## config.mk

```make
export PLATFORM = sky130hd
export DESIGN_NAME = psum_accum_flat
export DESIGN_NICKNAME = d
export VERILOG_FILES = /design/src/rtl/psum_accum_if.sv /design/src/rtl/psum_accum.sv /design/src/flat_wrapper.sv
export SDC_FILE = /design/constraint.sdc
export NUM_CORES = 1
export LEC_CHECK = 0
export BUFFER_PORTS_ARGS = -buffer_cell sky130_fd_sc_hd__buf_2
export CAP_MARGIN = 20
export CORE_ASPECT_RATIO = 0.9
export CORE_UTILIZATION = 63
export DETAILED_ROUTE_END_ITERATION = 12
export GPL_TIMING_DRIVEN = 0
export HOLD_SLACK_MARGIN = 0.15
export PLACE_DENSITY = 0.82
export REMOVE_ABC_BUFFERS = 1
export SYNTH_ARGS = -nofsm -noshare
export SYNTH_HDL_FRONTEND = slang
export SYNTH_SLANG_ARGS = --single-unit
```

## constraint.sdc

```tcl
create_clock -name clk -period 7.6 [get_ports clk]
set_input_delay 0.76 -clock clk [delete_from_list [all_inputs] [get_ports clk]]
set_output_delay 0.76 -clock clk [all_outputs]
set_load 0.01 [all_outputs]
```

## src/rtl/psum_accum_if.sv

```systemverilog
// Handshake bundle for psum_accum: upstream partial-sum channel plus downstream pixel channel.
// master = producer/consumer side (bench or neighbours), slave = the accumulator stage.
interface psum_accum_if #(
   parameter int SUM_BW = 16,
   parameter int OUT_BW = 8
);
   logic                     i_valid;
   logic                     i_ready;
   logic signed [SUM_BW-1:0] i_psum;
   logic signed [SUM_BW-1:0] i_bias;
   logic [4:0]               i_shift;
   logic                     o_valid;
   logic                     o_ready;
   logic signed [OUT_BW-1:0] o_data;
   logic                     o_last;

   modport master (
      output i_valid, i_psum, i_bias, i_shift, o_ready,
      input  i_ready, o_valid, o_data, o_last
   );

   modport slave (
      input  i_valid, i_psum, i_bias, i_shift, o_ready,
      output i_ready, o_valid, o_data, o_last
   );
endinterface

```

## src/rtl/psum_accum.sv

```systemverilog
// Channel accumulation over CH_NB passes per row, bias on pass 0, shift/saturate on the last pass.
// Optional macro PSUM_ACCUM_RELU_EN clamps negative shifted sums to zero before saturation.
module psum_accum #(
   parameter int SUM_BW = 16,
   parameter int ACC_BW = 20,
   parameter int OUT_BW = 8,
   parameter int ROW_NB = 27,
   parameter int CH_NB  = 3
) (
   input  logic         clk,
   input  logic         rst_n,
   input  logic         i_clear,
   psum_accum_if.slave  bus
);
   localparam int PIX_W = (ROW_NB > 1) ? $clog2(ROW_NB) : 1;
   localparam int CH_W  = (CH_NB  > 1) ? $clog2(CH_NB)  : 1;
   localparam logic [PIX_W-1:0] PIX_LAST = PIX_W'(ROW_NB - 1);
   localparam logic [CH_W-1:0]  CH_LAST  = CH_W'(CH_NB - 1);
   localparam logic signed [ACC_BW-1:0] SAT_MAX = ACC_BW'(2**(OUT_BW-1) - 1);
   localparam logic signed [ACC_BW-1:0] SAT_MIN = ACC_BW'(-(2**(OUT_BW-1)));

   logic [PIX_W-1:0] pix_cnt_q, pix_cnt_d;
   logic [CH_W-1:0]  ch_cnt_q,  ch_cnt_d;
   logic [1:0]       fifo_cnt_q, fifo_cnt_d;
   logic             wr_ptr_q, wr_ptr_d;
   logic             rd_ptr_q, rd_ptr_d;

   logic signed [ACC_BW-1:0] acc_q [ROW_NB];
   logic signed [OUT_BW-1:0] fifo_data_q [2];
   logic                     fifo_last_q [2];

   logic                     last_pass;
   logic                     last_pix;
   logic                     accept;
   logic                     push;
   logic                     pop;
   logic                     acc_we;
   logic signed [ACC_BW-1:0] psum_ext;
   logic signed [ACC_BW-1:0] bias_ext;
   logic signed [ACC_BW-1:0] acc_rd;
   logic signed [ACC_BW-1:0] sum;
   logic signed [ACC_BW-1:0] sh;
   logic signed [ACC_BW-1:0] relu_val;
   logic signed [OUT_BW-1:0] q_data;

   assign last_pass = (ch_cnt_q == CH_LAST);
   assign last_pix  = (pix_cnt_q == PIX_LAST);

   // The o_ready term lets a full FIFO accept a push in the same cycle it pops.
   assign bus.i_ready = !last_pass || (fifo_cnt_q != 2'd2) || bus.o_ready;

   assign accept = bus.i_valid && bus.i_ready && !i_clear;
   assign push   = accept && last_pass;
   assign pop    = (fifo_cnt_q != 2'd0) && bus.o_ready && !i_clear;
   assign acc_we = accept && !last_pass;

   assign psum_ext = ACC_BW'(bus.i_psum);
   assign bias_ext = ACC_BW'(bus.i_bias);
   assign acc_rd   = acc_q[pix_cnt_q];
   assign sum      = (ch_cnt_q == '0) ? (psum_ext + bias_ext) : (acc_rd + psum_ext);
   assign sh       = sum >>> bus.i_shift;

   always_comb begin
      relu_val = sh;
`ifdef PSUM_ACCUM_RELU_EN
      if (sh < 0) begin
         relu_val = '0;
      end
`else
      relu_val = sh;
`endif
      if (relu_val > SAT_MAX) begin
         q_data = SAT_MAX[OUT_BW-1:0];
      end else if (relu_val < SAT_MIN) begin
         q_data = SAT_MIN[OUT_BW-1:0];
      end else begin
         q_data = relu_val[OUT_BW-1:0];
      end
   end

   always_comb begin
      pix_cnt_d = pix_cnt_q;
      ch_cnt_d  = ch_cnt_q;
      if (i_clear) begin
         pix_cnt_d = '0;
         ch_cnt_d  = '0;
      end else if (accept) begin
         if (last_pix) begin
            pix_cnt_d = '0;
            ch_cnt_d  = last_pass ? '0 : ch_cnt_q + 1'b1;
         end else begin
            pix_cnt_d = pix_cnt_q + 1'b1;
         end
      end
   end

   always_comb begin
      fifo_cnt_d = fifo_cnt_q;
      wr_ptr_d   = wr_ptr_q;
      rd_ptr_d   = rd_ptr_q;
      if (i_clear) begin
         fifo_cnt_d = 2'd0;
         wr_ptr_d   = 1'b0;
         rd_ptr_d   = 1'b0;
      end else begin
         if (push) begin
            wr_ptr_d = ~wr_ptr_q;
         end
         if (pop) begin
            rd_ptr_d = ~rd_ptr_q;
         end
         case ({push, pop})
            2'b10:   fifo_cnt_d = fifo_cnt_q + 2'd1;
            2'b01:   fifo_cnt_d = fifo_cnt_q - 2'd1;
            default: fifo_cnt_d = fifo_cnt_q;
         endcase
      end
   end

   always_ff @(posedge clk or negedge rst_n) begin
      if (!rst_n) begin
         pix_cnt_q  <= '0;
         ch_cnt_q   <= '0;
         fifo_cnt_q <= 2'd0;
         wr_ptr_q   <= 1'b0;
         rd_ptr_q   <= 1'b0;
      end else begin
         pix_cnt_q  <= pix_cnt_d;
         ch_cnt_q   <= ch_cnt_d;
         fifo_cnt_q <= fifo_cnt_d;
         wr_ptr_q   <= wr_ptr_d;
         rd_ptr_q   <= rd_ptr_d;
      end
   end

   // Row buffer: read is combinational because pass 1..N-1 add into the same pixel this cycle.
   always_ff @(posedge clk or negedge rst_n) begin
      if (!rst_n) begin
         for (int i = 0; i < ROW_NB; i++) begin
            acc_q[i] <= '0;
         end
      end else if (acc_we) begin
         acc_q[pix_cnt_q] <= sum;
      end
   end

   always_ff @(posedge clk or negedge rst_n) begin
      if (!rst_n) begin
         for (int i = 0; i < 2; i++) begin
            fifo_data_q[i] <= '0;
            fifo_last_q[i] <= 1'b0;
         end
      end else if (push) begin
         fifo_data_q[wr_ptr_q] <= q_data;
         fifo_last_q[wr_ptr_q] <= last_pix;
      end
   end

   assign bus.o_valid = (fifo_cnt_q != 2'd0);
   assign bus.o_data  = fifo_data_q[rd_ptr_q];
   assign bus.o_last  = fifo_last_q[rd_ptr_q];

endmodule
```

## src/flat_wrapper.sv

```systemverilog
// flat-port wrapper written by rule: the top's interface ports become plain ports
module psum_accum_flat 
#(
   parameter int SUM_BW = 16,
   parameter int ACC_BW = 20,
   parameter int OUT_BW = 8,
   parameter int ROW_NB = 27,
   parameter int CH_NB  = 3
)
  (clk, rst_n, i_clear, bus_i_valid, bus_i_psum, bus_i_bias, bus_i_shift, bus_o_ready, bus_i_ready, bus_o_valid, bus_o_data, bus_o_last);
  psum_accum_if #(.SUM_BW(SUM_BW), .OUT_BW(OUT_BW)) bus_i ();
  input  logic clk;
  input  logic rst_n;
  input  logic i_clear;
  input wire logic [$bits(bus_i.i_valid)-1:0] bus_i_valid;
  input wire logic [$bits(bus_i.i_psum)-1:0] bus_i_psum;
  input wire logic [$bits(bus_i.i_bias)-1:0] bus_i_bias;
  input wire logic [$bits(bus_i.i_shift)-1:0] bus_i_shift;
  input wire logic [$bits(bus_i.o_ready)-1:0] bus_o_ready;
  output wire logic [$bits(bus_i.i_ready)-1:0] bus_i_ready;
  output wire logic [$bits(bus_i.o_valid)-1:0] bus_o_valid;
  output wire logic [$bits(bus_i.o_data)-1:0] bus_o_data;
  output wire logic [$bits(bus_i.o_last)-1:0] bus_o_last;
  assign bus_i.i_valid = bus_i_valid;
  assign bus_i.i_psum = bus_i_psum;
  assign bus_i.i_bias = bus_i_bias;
  assign bus_i.i_shift = bus_i_shift;
  assign bus_i.o_ready = bus_o_ready;
  assign bus_i_ready = bus_i.i_ready;
  assign bus_o_valid = bus_i.o_valid;
  assign bus_o_data = bus_i.o_data;
  assign bus_o_last = bus_i.o_last;
  psum_accum #(.SUM_BW(SUM_BW), .ACC_BW(ACC_BW), .OUT_BW(OUT_BW), .ROW_NB(ROW_NB), .CH_NB(CH_NB)) u_core (.clk(clk), .rst_n(rst_n), .i_clear(i_clear), .bus(bus_i));
endmodule
```

==> impl_metrics.prom, run 1 <==
# TYPE chip_impl_metric gauge
chip_impl_metric{name="crit_fanout",unit=""} 34
chip_impl_metric{name="detailedPlacementHpwl",unit="um"} 51200
chip_impl_info{name="grt_setup_unrepaired",value="false"} 1
chip_impl_metric{name="timing.slew.headroom",unit="%"} 27.6
chip_impl_metric{name="synth.ff_latch_count",unit=""} 569
chip_impl_metric{name="number_of_primary_i_o_pins",unit=""} 53
chip_impl_metric{name="clkLatencyLatePin",unit="ps"} 620
chip_impl_metric{name="gr-total-overflow",unit=""} 0
chip_impl_metric{name="route.detailed.wl_per_inst",unit="um"} 23.3
chip_impl_metric{name="max_slew_violation_count",unit=""} 0
chip_impl_metric{name="synth_seq_area_share",unit="%"} 50.0
chip_impl_metric{name="first_global_vias",unit=""} 23000
chip_impl_info{name="run_status",value="complete, no violations"} 1
chip_impl_metric{name="globalRouteMet1Util",unit="%"} 48.1
chip_impl_metric{name="first_pass_iteration_count_of_the_detailed_router",unit=""} 9
chip_impl_metric{name="fin_nets",unit=""} 2857
chip_impl_metric{name="finalSetupTns",unit="ps"} 0
chip_impl_metric{name="grt_start_max_net_pins",unit=""} 135
chip_impl_metric{name="post_route_cells_drive_above_1_share",unit="%"} 14.5
chip_impl_metric{name="synth.area.mux_share",unit="%"} 14.4
chip_impl_info{name="globalRoute.busiestLayer",value="met2"} 1
chip_impl_info{name="critPathCaptureType",value="register"} 1
chip_impl_metric{name="fillerInstances",unit=""} 2995
chip_impl_metric{name="critPathArrivalTime",unit="ps"} 7860
chip_impl_metric{name="clock.fmax",unit="MHz"} 136
chip_impl_metric{name="worst_slew_pin_slew",unit="ps"} 1060
chip_impl_metric{name="use_met3",unit="%"} 6.53
chip_impl_metric{name="fp-row-count",unit=""} 73
chip_impl_metric{name="fraction_of_registers_with_async_set_reset",unit="%"} 100
chip_impl_metric{name="yosysUniqueCellTypes",unit=""} 87
chip_impl_info{name="hp-class",value="in -> reg"} 1
chip_impl_info{name="cts_root_buffer",value="sky130_fd_sc_hd__clkbuf_16"} 1
chip_impl_metric{name="floorplan.die.width",unit="um"} 226
chip_impl_metric{name="cts_buffers",unit=""} 55
chip_impl_metric{name="routed-via-count",unit=""} 23000
chip_impl_metric{name="report.final.hold_viol_count",unit=""} 0
chip_impl_metric{name="floorplan.initialDensity",unit="%"} 64.2
chip_impl_metric{name="static-leakage-power",unit="nW"} 14.0
chip_impl_info{name="top_cell_type_by_total_area_after_synthesis",value="sky130_fd_sc_hd__dfrtp_1"} 1
chip_impl_info{name="synth_top_family_by_area",value="compound AO/OA/AOI/OAI gates"} 1
chip_impl_metric{name="antenna_found_initial",unit=""} 1
chip_impl_metric{name="synthDominantCellAreaShare",unit="%"} 50.0
chip_impl_metric{name="syn-cell-area",unit="mm2"} 0.0285
chip_impl_metric{name="design_power",unit="mW"} 7.60
chip_impl_metric{name="globalRouteMet2Util",unit="%"} 57.3
chip_impl_metric{name="drc",unit=""} 0
chip_impl_metric{name="timing.clock.skew",unit="ps"} 26.1
chip_impl_metric{name="layout-area-overhead-vs-synth",unit="%"} 11.7
chip_impl_info{name="crit_type",value="reg -> reg"} 1
chip_impl_metric{name="design_area",unit="mm2"} 0.0318
chip_impl_metric{name="netlist_instances",unit=""} 2860
chip_impl_metric{name="cts_htree_levels",unit=""} 2
chip_impl_metric{name="drt.antenna.violating_nets",unit=""} 0
chip_impl_info{name="tritoncts_clock_tree",value="done"} 1
chip_impl_metric{name="antennaDiodeCount",unit=""} 0
chip_impl_metric{name="yosys.area_share.xor_xnor",unit="%"} 0.522
chip_impl_metric{name="grt_first_pass_wirelength",unit="um"} 126000
chip_impl_metric{name="fraction_of_the_mapped_netlist_area_in_adder_cells",unit="%"} 1.85
chip_impl_metric{name="final-instance-count-excl-fill",unit=""} 3416
chip_impl_metric{name="core_area",unit="mm2"} 0.0444
chip_impl_metric{name="synth_enable_flop_cells",unit=""} 0
chip_impl_metric{name="cap_violations",unit=""} 0
chip_impl_metric{name="clk_path_buf_depth",unit=""} 3
chip_impl_info{name="yosys_most_used_dff",value="sky130_fd_sc_hd__dfrtp_1"} 1
chip_impl_metric{name="finalWeightedCongestion",unit=""} 0.912
chip_impl_metric{name="placed_area",unit="mm2"} 0.0299
chip_impl_metric{name="detailedRoute.firstIterationViolations",unit=""} 2774
chip_impl_metric{name="synth.yosys.warnings",unit=""} 0
chip_impl_metric{name="via_density_per_instance",unit=""} 6.73
chip_impl_metric{name="worstPathRequired",unit="ps"} 8080
chip_impl_info{name="critPathLaunchType",value="register"} 1
chip_impl_info{name="ys_top_cells_by_area",value="sky130_fd_sc_hd__dfrtp_1, sky130_fd_sc_hd__mux4_2, sky130_fd_sc_hd__o21ai_0"} 1
chip_impl_metric{name="timing.final.setup_violations",unit=""} 0
chip_impl_metric{name="clock_pin_slew_on_the_worst_setup_and_hold_paths",unit="ps"} 60
chip_impl_metric{name="floorplan.die.height",unit="um"} 204
chip_impl_metric{name="die_area",unit="mm2"} 0.0461
chip_impl_metric{name="totalWireLength",unit="um"} 79700
chip_impl_metric{name="postSynthAreaPerCell",unit="um2"} 9.96
chip_impl_metric{name="power_density",unit="mW/mm2"} 239
chip_impl_metric{name="numPortBuffers",unit=""} 52
chip_impl_metric{name="dp.cells",unit=""} 3310
chip_impl_metric{name="synth-compound-area-share",unit="%"} 16.9
chip_impl_metric{name="vdd_drop_max",unit="mV"} 0.198
chip_impl_metric{name="post_synth_and_or_nand_nor_area_fraction",unit="%"} 12.7
chip_impl_metric{name="timing.final.crit_share",unit="%"} 97.0
chip_impl_metric{name="finalWorstPathRequiredPeriod",unit="ps"} 7370
chip_impl_metric{name="clock_sink_count",unit=""} 569
chip_impl_metric{name="gr-usage-all-layers",unit="%"} 35.6
[cell usage in the layout (no fill, tap or decap), types with 6 or more instances in the layout]
cell	instances
sky130_fd_sc_hd__buf_8	8
sky130_fd_sc_hd__o221ai_1	9
sky130_fd_sc_hd__clkbuf_16	56
sky130_fd_sc_hd__or3_1	7
sky130_fd_sc_hd__a31oi_1	12
sky130_fd_sc_hd__dfrtp_1	565
sky130_fd_sc_hd__o21ai_0	581
sky130_fd_sc_hd__nand3_1	26
sky130_fd_sc_hd__mux2_2	29
sky130_fd_sc_hd__buf_2	51
sky130_fd_sc_hd__or4_1	7
sky130_fd_sc_hd__bufinv_16	6
sky130_fd_sc_hd__clkbuf_8	8
sky130_fd_sc_hd__a21o_1	15
sky130_fd_sc_hd__a21oi_1	81
sky130_fd_sc_hd__o21a_1	10
sky130_fd_sc_hd__nor2_1	64
sky130_fd_sc_hd__mux2i_1	59
sky130_fd_sc_hd__ha_1	39
sky130_fd_sc_hd__xnor2_1	12
sky130_fd_sc_hd__clkinv_2	14
sky130_fd_sc_hd__inv_1	17
sky130_fd_sc_hd__o22ai_1	23
sky130_fd_sc_hd__buf_4	6
sky130_fd_sc_hd__o31ai_1	7
sky130_fd_sc_hd__buf_16	36
sky130_fd_sc_hd__nand2_1	668
sky130_fd_sc_hd__a211oi_1	16
sky130_fd_sc_hd__o211ai_1	16
sky130_fd_sc_hd__nand2b_1	11
sky130_fd_sc_hd__nand4_1	12
sky130_fd_sc_hd__and2_1	13
sky130_fd_sc_hd__nor3_1	23
sky130_fd_sc_hd__mux4_2	137
sky130_fd_sc_hd__clkbuf_1	11
sky130_fd_sc_hd__or2_2	6
sky130_fd_sc_hd__a211o_1	6
[registers in the layout, summed over array words and instances (netlist names)]
name	cells
u_core.wr_ptr_q	1
u_core.acc_q	540
u_core.fifo_last_q	2
u_core.ch_cnt_q	2
u_core.pix_cnt_q	5
u_core.fifo_cnt_q	2
u_core.rd_ptr_q	1
u_core.fifo_data_q	16
[routing by layer]
layer / part of all wire [%] / routed length (um) / up-vias
met4: 4.1 / 3290 / 0
met3: 9.1 / 7270 / 277
met1: 39 / 31100 / 11400
met2: 48 / 38100 / 1302
li1: - / - / 10000
met5: 0 / 0 / -
[cells in the mapped netlist (all sizes together), types with 3 or more instances]
cell / count
buf: 30
nor4: 3
nand2b: 11
a21o: 15
o211a: 5
xor2: 5
or3: 7
o21ai: 591
clkbuf: 225
and3: 4
a311oi: 5
o21bai: 4
or4: 9
o21a: 10
mux2: 29
nand2: 672
a22oi: 3
nand4: 12
xnor2: 12
a2111oi: 3
a31oi: 14
mux2i: 63
o22ai: 23
and4: 4
a22o: 3
a211o: 7
nor2b: 5
mux4: 139
o41ai: 4
or2: 7
a211oi: 17
nor2: 66
dfrtp: 569
nand3: 26
a221o: 3
and2: 14
o221ai: 9
o211ai: 16
clkinv: 3
a21oi: 81
nor3b: 5
inv: 18
ha: 39
o31ai: 7
nor3: 23
[kinds of logic after synthesis]
kind of cell / count (synthesis)
AOI/OAI and AO/OA: 851
DFF: 569
xor gates and xnor gates: 17
muxes: 231
buffers and inverters: 276
and+or+nand+nor: 875
adders and majority gates: 41
[area by class of cell]
| type | count | area [um2] | share of cell area, % |
|---|---|---|---|
| well taps | 600 | 751 | 2.36 |
| clock inverters | 24 | 303 | 0.952 |
| inverters | 21 | 81.3 | 0.256 |
| repair buffers | 110 | 1540 | 4.84 |
| clock buffers | 75 | 1550 | 4.88 |
| flip-flops and latches | 569 | 14200 | 44.8 |
| multi-input cells | 2017 | 13300 | 41.9 |
[final timing paths]
path                                                   start                                 to  slack [ps]  cells after the start
max                          u_core.pix_cnt_q[0]$_DFFE_PN0P_  u_core.fifo_data_q[8]$_DFFE_PN0P_         230                     19
min reg2reg                u_core.fifo_data_q[7]$_DFFE_PN0P_  u_core.fifo_data_q[7]$_DFFE_PN0P_         480                      2
max reg2reg                  u_core.pix_cnt_q[0]$_DFFE_PN0P_  u_core.fifo_data_q[8]$_DFFE_PN0P_         230                     19
max in group asynchronous                              rst_n      u_core.acc_q[100]$_DFFE_PN0P_        5150                      5
min in group asynchronous                              rst_n      u_core.acc_q[256]$_DFFE_PN0P_         670                      2
min                                              bus_i_valid     u_core.ch_cnt_q[0]$_DFFE_PN0P_         470                      3
[power breakdown]
group | switching (mW) | leakage, nW | internal [mW] | total (mW)
combinational | 0.938 | 5.21 | 0.543 | 1.48
sequential | 0.102 | 7.84 | 3.19 | 3.29
clock | 1.19 | 0.912 | 1.63 | 2.82
[stage by stage]
stage          setup slack, ps  utilization (%)  hold slack [ps]
4_1_cts                   21.0             71.5              452
6_report                   225             71.7              465
3_3_place_gp             -9810             64.3              456
5_1_grt                   42.7             71.7              490
2_1_floorplan            -4030                -              442
3_5_place_dp             -29.1             67.2              466
[critical path, stage by stage, from the launching register on]
cell and delay [ps]:
sky130_fd_sc_hd__dfrtp_4 760, sky130_fd_sc_hd__buf_16 300, sky130_fd_sc_hd__mux4_2 550, sky130_fd_sc_hd__mux2i_1 380, sky130_fd_sc_hd__o22ai_1 180, sky130_fd_sc_hd__a21oi_1 440
sky130_fd_sc_hd__inv_1 90, sky130_fd_sc_hd__ha_1 320, sky130_fd_sc_hd__a211oi_1 100, sky130_fd_sc_hd__o211ai_1 640, sky130_fd_sc_hd__nand3b_1 320, sky130_fd_sc_hd__a21oi_1 350
sky130_fd_sc_hd__o211ai_1 440, sky130_fd_sc_hd__a31oi_4 570, sky130_fd_sc_hd__o21ai_1 130, sky130_fd_sc_hd__o21a_1 140, sky130_fd_sc_hd__or4_1 480, sky130_fd_sc_hd__o41a_4 520
sky130_fd_sc_hd__o21ba_1 210, sky130_fd_sc_hd__mux2_2 260
[what timing repair did]
| item | 4_1_cts | 5_1_grt |
|---|---|---|
| endpoints found under the setup margin | 9 | 14 |
| hold buffers | 1 | 0 |
| endpoints found under the hold margin | 38 | 0 |
| buffers inserted | 0 | 2 |
| gates resized for setup | 0 | 2 |
| cloned | 1 | 1 |
| pin swaps | 1 | 1 |
Note: power is estimated with default switching activity, not from simulation.
==> inputs of run 2 (changes only) <==
- ABC_AREA: not set -> 1
- SKIP_LAST_GASP: not set -> 1
==> run 2 against run 1 <==
Net effect:
- clock skew up 5.2 ps
- routed wire length up 12%
- critical path depth up 11
- register-to-register slack better by 130 ps
- cell count up 21%
- sequential power up 2%
- maximum frequency up 1.8%
- global-route usage up 3.9 points
- largest cell class unchanged
==> impl_metrics.prom, run 2 <==
# TYPE chip_impl_metric gauge
chip_impl_metric{name="drt.antenna.violating_nets",unit=""} 0
chip_impl_metric{name="detailedPlacementHpwl",unit="um"} 56300
chip_impl_metric{name="timing.final.crit_share",unit="%"} 95.3
chip_impl_info{name="hp-class",value="in -> async"} 1
chip_impl_metric{name="largest_register_ff_count",unit=""} 540
chip_impl_metric{name="clk_path_buf_depth",unit=""} 3
chip_impl_metric{name="report.final.hold_viol_count",unit=""} 0
chip_impl_metric{name="clock_sink_count",unit=""} 569
chip_impl_metric{name="fillerInstances",unit=""} 3414
chip_impl_metric{name="combinationalPowerShare",unit="%"} 22.2
chip_impl_metric{name="clock.fmax",unit="MHz"} 138
chip_impl_metric{name="drc",unit=""} 0
chip_impl_metric{name="gr-usage-all-layers",unit="%"} 39.4
chip_impl_metric{name="static-leakage-power",unit="nW"} 14.4
chip_impl_metric{name="yosysUniqueCellTypes",unit=""} 53
chip_impl_metric{name="timing.final.setup_violations",unit=""} 0
chip_impl_metric{name="delay_contributed_by_the_slowest_stage_of_the_critical_path",unit="ps"} 1000
chip_impl_metric{name="die_area",unit="mm2"} 0.0458
chip_impl_metric{name="routed-via-count",unit=""} 26700
chip_impl_metric{name="cts_buffers",unit=""} 54
chip_impl_metric{name="syn-cell-area",unit="mm2"} 0.0283
chip_impl_metric{name="cts_htree_levels",unit=""} 2
chip_impl_metric{name="cell_internal_pwr",unit="mW"} 5.30
chip_impl_metric{name="number_of_primary_i_o_pins",unit=""} 53
chip_impl_info{name="top_cell_type_by_total_area_after_synthesis",value="sky130_fd_sc_hd__dfrtp_1"} 1
chip_impl_metric{name="netSwitchingFraction",unit="%"} 32.9
chip_impl_metric{name="via_density_per_instance",unit=""} 6.46
chip_impl_metric{name="floorplan.initialDensity",unit="%"} 64.1
chip_impl_metric{name="dp.cells",unit=""} 4020
chip_impl_metric{name="fp-row-count",unit=""} 73
chip_impl_metric{name="ctsHoldBuffers",unit=""} 0
chip_impl_metric{name="floorplan.die.height",unit="um"} 203
chip_impl_metric{name="worstPathRequired",unit="ps"} 8100
chip_impl_metric{name="finalCoreUtilization",unit="%"} 70.6
chip_impl_metric{name="numPortBuffers",unit=""} 52
chip_impl_metric{name="fraction_of_registers_with_async_set_reset",unit="%"} 100
chip_impl_metric{name="p_sw",unit="mW"} 2.60
chip_impl_metric{name="clkLatencyLatePin",unit="ps"} 630
chip_impl_metric{name="crit_fanout",unit=""} 28
chip_impl_info{name="critPathCaptureType",value="register"} 1
chip_impl_metric{name="worst_slew_pin_slew",unit="ps"} 1120
chip_impl_info{name="cpMaxStageDelayCell",value="sky130_fd_sc_hd__dfrtp_1"} 1
chip_impl_info{name="yosys_most_used_dff",value="sky130_fd_sc_hd__dfrtp_1"} 1
chip_impl_info{name="largest_regs",value="u_core.acc_q x540, u_core.fifo_data_q x16, u_core.pix_cnt_q x5"} 1
chip_impl_metric{name="critPathArrivalTime",unit="ps"} 7740
chip_impl_info{name="yosysMostFrequentCell",value="sky130_fd_sc_hd__nand2_1"} 1
chip_impl_metric{name="synthDominantCellAreaShare",unit="%"} 50.3
chip_impl_metric{name="synth_enable_flop_cells",unit=""} 0
chip_impl_info{name="critical_path.most_common_cell",value="sky130_fd_sc_hd__nand2_1"} 1
chip_impl_metric{name="antennaDiodeCount",unit=""} 0
chip_impl_metric{name="synth.ff_latch_count",unit=""} 569
chip_impl_metric{name="final-instance-count-excl-fill",unit=""} 4130
chip_impl_metric{name="synth.yosys.warnings",unit=""} 0
chip_impl_info{name="crit_type",value="reg -> reg"} 1
chip_impl_metric{name="finalWorstPathRequiredPeriod",unit="ps"} 7240
chip_impl_metric{name="grt_first_pass_wirelength",unit="um"} 140000
chip_impl_info{name="mostFrequentLayoutCell",value="sky130_fd_sc_hd__nand2_1"} 1
chip_impl_metric{name="timing.slew.headroom",unit="%"} 25.3
chip_impl_metric{name="fin_nets",unit=""} 3572
chip_impl_metric{name="timing.clock.skew",unit="ps"} 31.4
chip_impl_metric{name="synth_seq_area_share",unit="%"} 50.3
chip_impl_metric{name="finalSetupTns",unit="ps"} 0
chip_impl_metric{name="floorplan.die.width",unit="um"} 225
chip_impl_metric{name="seqPwrFrac",unit="%"} 42.5
chip_impl_metric{name="gr-total-overflow",unit=""} 0
chip_impl_metric{name="grt_start_max_net_pins",unit=""} 114
chip_impl_info{name="ys_top_cells_by_count",value="sky130_fd_sc_hd__nand2_1, sky130_fd_sc_hd__o21ai_0, sky130_fd_sc_hd__dfrtp_1"} 1
chip_impl_metric{name="power_density",unit="mW/mm2"} 253
chip_impl_metric{name="placed_area",unit="mm2"} 0.0291
chip_impl_metric{name="clock_pin_slew_on_the_worst_setup_and_hold_paths",unit="ps"} 70
chip_impl_info{name="cts_root_buffer",value="sky130_fd_sc_hd__clkbuf_16"} 1
chip_impl_metric{name="netlist_instances",unit=""} 3595
chip_impl_info{name="critPathLaunchType",value="register"} 1
chip_impl_metric{name="design_area",unit="mm2"} 0.0312
chip_impl_metric{name="post_route_cells_drive_above_1_share",unit="%"} 7.20
chip_impl_metric{name="max_slew_violation_count",unit=""} 0
chip_impl_info{name="mostFrequentLayoutCells",value="sky130_fd_sc_hd__nand2_1, sky130_fd_sc_hd__o21ai_0, sky130_fd_sc_hd__dfrtp_1"} 1
chip_impl_metric{name="postSynthAreaPerCell",unit="um2"} 7.88
chip_impl_info{name="tritoncts_clock_tree",value="done"} 1
chip_impl_metric{name="first_global_vias",unit=""} 25500
chip_impl_info{name="ys_top_cells_by_area",value="sky130_fd_sc_hd__dfrtp_1, sky130_fd_sc_hd__o21ai_0, sky130_fd_sc_hd__nand2_1"} 1
chip_impl_metric{name="core_area",unit="mm2"} 0.0442
chip_impl_metric{name="antenna_found_initial",unit=""} 1
chip_impl_metric{name="cap_violations",unit=""} 0
chip_impl_metric{name="vdd_drop_max",unit="mV"} 0.213
chip_impl_info{name="grt_setup_unrepaired",value="false"} 1
chip_impl_metric{name="power_frac_clock",unit="%"} 35.3
chip_impl_info{name="top_register",value="u_core.acc_q"} 1
chip_impl_metric{name="layout-area-overhead-vs-synth",unit="%"} 10.2
chip_impl_metric{name="route.detailed.wl_per_inst",unit="um"} 21.7
chip_impl_metric{name="first_pass_iteration_count_of_the_detailed_router",unit=""} 6
chip_impl_info{name="run_status",value="complete, no violations"} 1
chip_impl_metric{name="detailedRoute.firstIterationViolations",unit=""} 3623
chip_impl_metric{name="finalWeightedCongestion",unit=""} 0.946
chip_impl_metric{name="totalWireLength",unit="um"} 89600
==> run 2: cell type report <==
cell class	instances	area, um2	area share (%)
tap	600	751	2.41
timing repair buffer	96	1250	4.00
sequential	569	14200	45.6
multi-input combinational	2605	12500	40.0
clock buffer	80	1640	5.25
inverter	163	627	2.01
clock inverter	17	206	0.661
==> run 2: timing repair <==
item / CTS / global route
pin swaps: 0 / 1
buffers inserted: 0 / 2
resized for setup: 1 / 8
endpoints found under the setup margin: 14 / 14
gates cloned: 0 / 1
==> run 2: worst max-delay path, delay by kind of cell (launching register included) <==
kind | cells | cell delay (ps)
and+or+nand+nor | 22 | 3940
buffers and inverters | 3 | 1030
DFF | 1 | 1000
AOI/OAI and AO/OA | 4 | 810
adders and majority gates | 1 | 320
==> run 2: metrics by stage <==
| step | hold WS [ps] | setup WS, ps | total power, mW |
|---|---|---|---|
| 2_1_floorplan | 448 | -933 | 4.41 |
| 3_3_place_gp | 461 | -8810 | 4.99 |
| 3_5_place_dp | 466 | -128 | 5.07 |
| 4_1_cts | 198 | 191 | 7.82 |
| 5_1_grt | 229 | 64.3 | 8.20 |
| 6_report | 175 | 356 | 7.90 |
==> run 2: kinds of logic (layout without fill, tap and decap cells) <==
family                   Yosys count  count (layout)  synth area share (%)
XOR/XNOR                           4               4                 0.124
buffers and inverters            422             356                  5.81
flip-flops                       569             569                  50.3
adder cells (fa/ha/maj)           41              41                  1.86
multiplexers                       1               1                0.0354
AND/OR/NAND/NOR                 1476            1477                  21.0
AO/OA/AOI/OAI                   1082            1082                  20.8
==> run 2: final timing paths <==
path                            depth (start not counted)                                 to  slack (ps)                             from
worst max register to register                         30  u_core.fifo_data_q[0]$_DFFE_PN0P_         360  u_core.pix_cnt_q[4]$_DFFE_PN0P_
min in group clk                                        2     u_core.ch_cnt_q[0]$_DFFE_PN0P_         410                          i_clear
worst max-delay path                                   30  u_core.fifo_data_q[0]$_DFFE_PN0P_         360  u_core.pix_cnt_q[4]$_DFFE_PN0P_
worst min register to register                          2      u_core.acc_q[208]$_DFFE_PN0P_         480    u_core.acc_q[208]$_DFFE_PN0P_
max in group asynchronous                               5    u_core.pix_cnt_q[1]$_DFFE_PN0P_        5170                            rst_n
worst min-delay path                                    1      u_core.acc_q[305]$_DFFE_PN0P_         180                            rst_n
==> run 2: per-layer routing <==
metal	GRT usage [%]	vias up	share of wire (%)
li1	-	11900	-
met1	54.3	12700	39
met2	58.6	1788	43
met3	8.81	322	12
met4	20.9	0	5.2
met5	0	-	0
==> run 2: power by group through the flow <==
| stage | sequential [mW] | clock [mW] | combinational [mW] |
|---|---|---|---|
| after CTS | 3.35 | 2.79 | 1.68 |
| after detailed placement | 3.40 | 0 | 1.66 |
| final | 3.36 | 2.79 | 1.75 |
| after global placement | 3.42 | 0 | 1.57 |
| after floorplan | 3.38 | 0 | 1.03 |
| after global routing | 3.38 | 2.90 | 1.92 |
